**src/rtl/control_multiciclo.sv**
```systemverilog
// Multicycle datapath controller: 12-state FSM with a combinational control decode.
// Memory states optionally stall on memReady; unknown opcodes raise illegalOp and refetch.
module control_multiciclo #(
  parameter int unsigned OPCODE_W      = 6,
  parameter int unsigned ALUOP_W       = 2,
  parameter int unsigned MEM_HANDSHAKE = 1
) (
  input  logic                clk,
  input  logic                reset,
  input  logic [OPCODE_W-1:0] opCode,
  input  logic                memReady,
  output logic                pcWrite,
  output logic                pcWriteCond,
  output logic                iorD,
  output logic                memRead,
  output logic                memWrite,
  output logic                irWrite,
  output logic                memtoReg,
  output logic                aluSrcA,
  output logic                regWrite,
  output logic                regDst,
  output logic [1:0]          pcSource,
  output logic [1:0]          aluSrcB,
  output logic [ALUOP_W-1:0]  aluOp,
  output logic [3:0]          state,
  output logic                illegalOp
);

  typedef enum logic [3:0] {
    StFetch   = 4'd0,
    StDecode  = 4'd1,
    StMemAdr  = 4'd2,
    StMemRd   = 4'd3,
    StMemWb   = 4'd4,
    StMemWr   = 4'd5,
    StExec    = 4'd6,
    StRwb     = 4'd7,
    StBeq     = 4'd8,
    StAddiEx  = 4'd9,
    StAddiWb  = 4'd10,
    StJump    = 4'd11
  } state_t;

  localparam logic [OPCODE_W-1:0] OpRtype = OPCODE_W'(6'b000000);
  localparam logic [OPCODE_W-1:0] OpLw    = OPCODE_W'(6'b100011);
  localparam logic [OPCODE_W-1:0] OpSw    = OPCODE_W'(6'b101011);
  localparam logic [OPCODE_W-1:0] OpBeq   = OPCODE_W'(6'b000100);
  localparam logic [OPCODE_W-1:0] OpAddi  = OPCODE_W'(6'b001000);
  localparam logic [OPCODE_W-1:0] OpJ     = OPCODE_W'(6'b000010);

  localparam logic [ALUOP_W-1:0] AluAdd   = ALUOP_W'(2'b00);
  localparam logic [ALUOP_W-1:0] AluSub   = ALUOP_W'(2'b01);
  localparam logic [ALUOP_W-1:0] AluFunct = ALUOP_W'(2'b10);

  state_t r_state;
  logic   w_mem_rdy;
  logic   w_op_legal;

  assign w_mem_rdy  = (MEM_HANDSHAKE != 0) ? memReady : 1'b1;
  assign w_op_legal = (opCode == OpRtype) || (opCode == OpLw) || (opCode == OpSw) ||
                      (opCode == OpBeq) || (opCode == OpAddi) || (opCode == OpJ);

  always_ff @(posedge clk or posedge reset) begin
    if (reset) begin
      r_state <= StFetch;
    end else begin
      case (r_state)
        StFetch:  if (w_mem_rdy) r_state <= StDecode;
        StDecode: begin
          if (opCode == OpRtype)                       r_state <= StExec;
          else if ((opCode == OpLw) || (opCode == OpSw)) r_state <= StMemAdr;
          else if (opCode == OpBeq)                    r_state <= StBeq;
          else if (opCode == OpAddi)                   r_state <= StAddiEx;
          else if (opCode == OpJ)                      r_state <= StJump;
          else                                         r_state <= StFetch;
        end
        StMemAdr: r_state <= (opCode == OpLw) ? StMemRd : StMemWr;
        StMemRd:  if (w_mem_rdy) r_state <= StMemWb;
        StMemWb:  r_state <= StFetch;
        StMemWr:  if (w_mem_rdy) r_state <= StFetch;
        StExec:   r_state <= StRwb;
        StRwb:    r_state <= StFetch;
        StBeq:    r_state <= StFetch;
        StAddiEx: r_state <= StAddiWb;
        StAddiWb: r_state <= StFetch;
        StJump:   r_state <= StFetch;
        default:  r_state <= StFetch;
      endcase
    end
  end

  assign state = r_state;

  // Reset gates every control to 0, even though r_state already reads FETCH.
  always_comb begin
    pcWrite     = 1'b0;
    pcWriteCond = 1'b0;
    iorD        = 1'b0;
    memRead     = 1'b0;
    memWrite    = 1'b0;
    irWrite     = 1'b0;
    memtoReg    = 1'b0;
    aluSrcA     = 1'b0;
    regWrite    = 1'b0;
    regDst      = 1'b0;
    pcSource    = 2'b00;
    aluSrcB     = 2'b00;
    aluOp       = AluAdd;
    illegalOp   = 1'b0;
    if (!reset) begin
      case (r_state)
        StFetch: begin
          memRead = 1'b1;
          aluSrcB = 2'b01;
          irWrite = w_mem_rdy;
          pcWrite = w_mem_rdy;
        end
        StDecode: begin
          aluSrcB   = 2'b11;
          illegalOp = !w_op_legal;
        end
        StMemAdr: begin
          aluSrcA = 1'b1;
          aluSrcB = 2'b10;
        end
        StMemRd: begin
          memRead = 1'b1;
          iorD    = 1'b1;
        end
        StMemWb: begin
          regWrite = 1'b1;
          memtoReg = 1'b1;
        end
        StMemWr: begin
          memWrite = 1'b1;
          iorD     = 1'b1;
        end
        StExec: begin
          aluSrcA = 1'b1;
          aluOp   = AluFunct;
        end
        StRwb: begin
          regWrite = 1'b1;
          regDst   = 1'b1;
        end
        StBeq: begin
          aluSrcA     = 1'b1;
          aluOp       = AluSub;
          pcWriteCond = 1'b1;
          pcSource    = 2'b01;
        end
        StAddiEx: begin
          aluSrcA = 1'b1;
          aluSrcB = 2'b10;
        end
        StAddiWb: regWrite = 1'b1;
        StJump: begin
          pcWrite  = 1'b1;
          pcSource = 2'b10;
        end
        default: ;
      endcase
    end
  end

endmodule

```
**config.mk**
```make
export PLATFORM = sky130hd
export DESIGN_NAME = control_multiciclo
export DESIGN_NICKNAME = d
export VERILOG_FILES = /design/src/rtl/control_multiciclo.sv
export SDC_FILE = /design/constraint.sdc
export NUM_CORES = 1
export LEC_CHECK = 0
export ABC_AREA = 1
export BUFFER_PORTS_ARGS = -buffer_cell sky130_fd_sc_hd__buf_2
export CAP_MARGIN = 30
export CORE_AREA = 2 2 39 41
export CTS_BUF_LIST = sky130_fd_sc_hd__clkbuf_16
export CTS_CLUSTER_DIAMETER = 200
export CTS_CLUSTER_SIZE = 28
export DETAILED_ROUTE_END_ITERATION = 12
export DIE_AREA = 0 0 41 43
export GPL_TIMING_DRIVEN = 0
export MAX_ROUTING_LAYER = met4
export PLACE_DENSITY = 0.72
export SYNTH_ARGS = -nofsm -noshare
export SYNTH_HDL_FRONTEND = slang
export SYNTH_SLANG_ARGS = --single-unit
```
**constraint.sdc**
```tcl
create_clock -name clk -period 1.8 [get_ports clk]
set_clock_uncertainty 0.15 [all_clocks]
set_input_delay 0 -clock clk [delete_from_list [all_inputs] [get_ports clk]]
set_output_delay 0 -clock clk [all_outputs]
set_load 0.005 [all_outputs]
```
==> impl_metrics.json <==
{
  "outcome": "finished clean",
  "diodes": 0,
  "hold_class": "input pin to flip-flop",
  "grt_first_pass_wirelength_um": 2550,
  "rows": 14,
  "wl_per_cell_um": 9.66,
  "ctsHoldBuffers": 2,
  "clockBufferDepth": 2,
  "numCtsBuffers": 3,
  "cp.arrival_ns": 1.43,
  "cts-root-buf": "clkbuf_16",
  "ys_seq_area_share_pct": 19.4,
  "grt_pass1_vias": 657,
  "die_h_um": 43,
  "syn_area_per_cell_um2": 4.92,
  "drt-initial-drc-count": 20,
  "syn_inst": 105,
  "crit_fanout": 4,
  "yosys.area.top_type": "nand2_1",
  "grt_usage_pct": 21.4,
  "fin_tns_setup_ns": 0,
  "critPathKind": "flip-flop to primary output",
  "ys_ff_latch": 4,
  "synth.distinct_cells": 12,
  "peakVddDrop_mv": 0.852,
  "fin_ws_ns": 0.224,
  "overflow": 0,
  "switching_power_w": 0.000299,
  "worst_ep_required_time_ns": 1.65,
  "synth_fp_nets": 114,
  "synthTopCellsByCount": "30 x nand2_1, 30 x nor2_1, 18 x inv_1",
  "synthesis.area_um2": 517,
  "min_from": "opCode[2]",
  "ys_warn_count": 0,
  "design.die.area_mm2": 0.00176,
  "crit_path_end_kind": "primary output",
  "cts_setup_buffers": 0,
  "placeableCoreArea_mm2": 0.00138,
  "p_leak_nw": 0.490,
  "antenna_found_initial": 0,
  "start_util_pct": 37.3,
  "p_comb_share_pct": 41.2,
  "nets": 150,
  "hpwl_um": 1230,
  "p_int_w": 0.000527,
  "pin_count": 30,
  "power_density_mw_per_mm2": 1060,
  "max_freq_ghz": 0.635,
  "syn2layout_area_growth_pct": 50.4,
  "startpoint": "state[3]",
  "port_buffers": 29,
  "setup_viol_count_final": 0,
  "max_slew.worst_pin.slew_ns": 0.300,
  "sw_frac_of_total_pct": 36.2,
  "seqPwrFrac_pct": 17.6,
  "grt_max_degree": 11,
  "drv_slew": 0,
  "r2r-start": "state[3]",
  "clock-sinks": 4,
  "cts.repair.resized": 0,
  "wl_um": 1500,
  "die_x_um": 41,
  "synth_top_area_share_pct": 21.8,
  "vias": 741,
  "largest_reg_flops": 4,
  "netlist_top_cells_area": "nand2_1 22%, nor2_1 22%, dfrtp_1 19%",
  "hold_viol_final": 0,
  "max_cap_violations": 0,
  "dpl_worst_slack_ns": 0.444,
  "fin_util_pct": 56.1,
  "drt_first_pass_iters": 4,
  "cts_tree": "done",
  "antenna_left": 0,
  "synth-edff-count": 0,
  "clock_latency_ns": 0.22,
  "rsz0062_at_grt": "no",
  "avgViaCountPerCell": 4.78,
  "clkPwrFrac_pct": 41.2,
  "synthFlopType": "dfrtp_1",
  "htreeDepth": 1,
  "place_congestion": 0.896,
  "drc": 0,
  "period_share_pct": 87.5,
  "relSlewSlack_pct": 79.9,
  "period_needed_ns": 1.58,
  "startpoint_type": "flip-flop",
  "drive_gt1_share_pct": 24.5,
  "async_flop_share_pct": 100,
  "clkTransAtPathRegs_ns": 0.03
}
metrics by stage:
stage               instances  total power, W  instance area (um2)  hold WS, ns
floorplan                 105        0.000354                  517       -0.376
global placement          150        0.000469                  682       -0.212
detailed placement        150        0.000478                  682       -0.214
CTS                       155        0.000832                  777       0.0671
global route              155        0.000899                  777        0.134
finish                    155        0.000826                  777       0.0654
placed cells by master (no fill, tap or decap):
| cell type | Yosys | layout |
|---|---|---|
| nor2_1 | 30 | 30 |
| nand3_1 | 9 | 9 |
| o21ai_0 | 1 | 1 |
| a21oi_1 | 6 | 6 |
| nand2_1 | 30 | 30 |
| buf_2 | 1 | 30 |
| inv_1 | 18 | 18 |
| clkbuf_16 | 0 | 3 |
| dfrtp_1 | 4 | 4 |
| dlygate4sd3_1 | 0 | 2 |
| nand4_1 | 2 | 2 |
| nor3_1 | 2 | 2 |
| buf_4 | 1 | 1 |
| a221oi_1 | 1 | 1 |
kinds of logic after synthesis:
| kind of cell | count (synthesis) | synth area share [%] |
|---|---|---|
| flops | 4 | 19.4 |
| compound gates | 8 | 8.47 |
| buf+inv | 20 | 15.5 |
| simple gates | 73 | 56.7 |
power groups by stage:
stage               clock (W)  combinational, W  sequential (W)
floorplan                   0          0.000213        0.000141
global placement            0          0.000324        0.000145
detailed placement          0          0.000332        0.000146
CTS                  0.000349          0.000338        0.000145
global route         0.000353          0.000393        0.000153
finish               0.000340          0.000340        0.000145
worst max-delay path: stages (launching register included):
cell and delay, ns:
dfrtp_1 0.39, inv_1 0.09, nor2_1 0.22, inv_1 0.11, a221oi_1 0.24, buf_2 0.16
path summary, 6_finish.rpt:
path,endpoint,slack (ns),depth (start not counted)
min in group asynchronous,state[0],0.11,3
setup / recovery,aluSrcA,0.22,5
setup reg to reg,state[2],0.42,8
hold / removal,state[3],0.07,5
hold reg to reg,state[3],0.58,3
max in group asynchronous,state[3],1.22,3
final cells by class:
cell class                      count  area [um2]
Clock buffer                        3        75.1
Buffer                              2        12.5
Sequential cell                     4         100
Multi-Input combinational cell     81         337
Inverter                           18        67.6
Fill cell                         139         607
Tap cell                           16        20.0
Timing Repair Buffer               31         165
per-layer routing:
layer / track usage, % / routed length [um] / vias up
met2: 30.6 / 699 / 24
li1: - / - / 394
met1: 27.9 / 702 / 323
met5: - / 0 / -
met4: 10.0 / 0 / 0
met3: 4.71 / 95 / 0
Power figures use the tool's default switching activity.
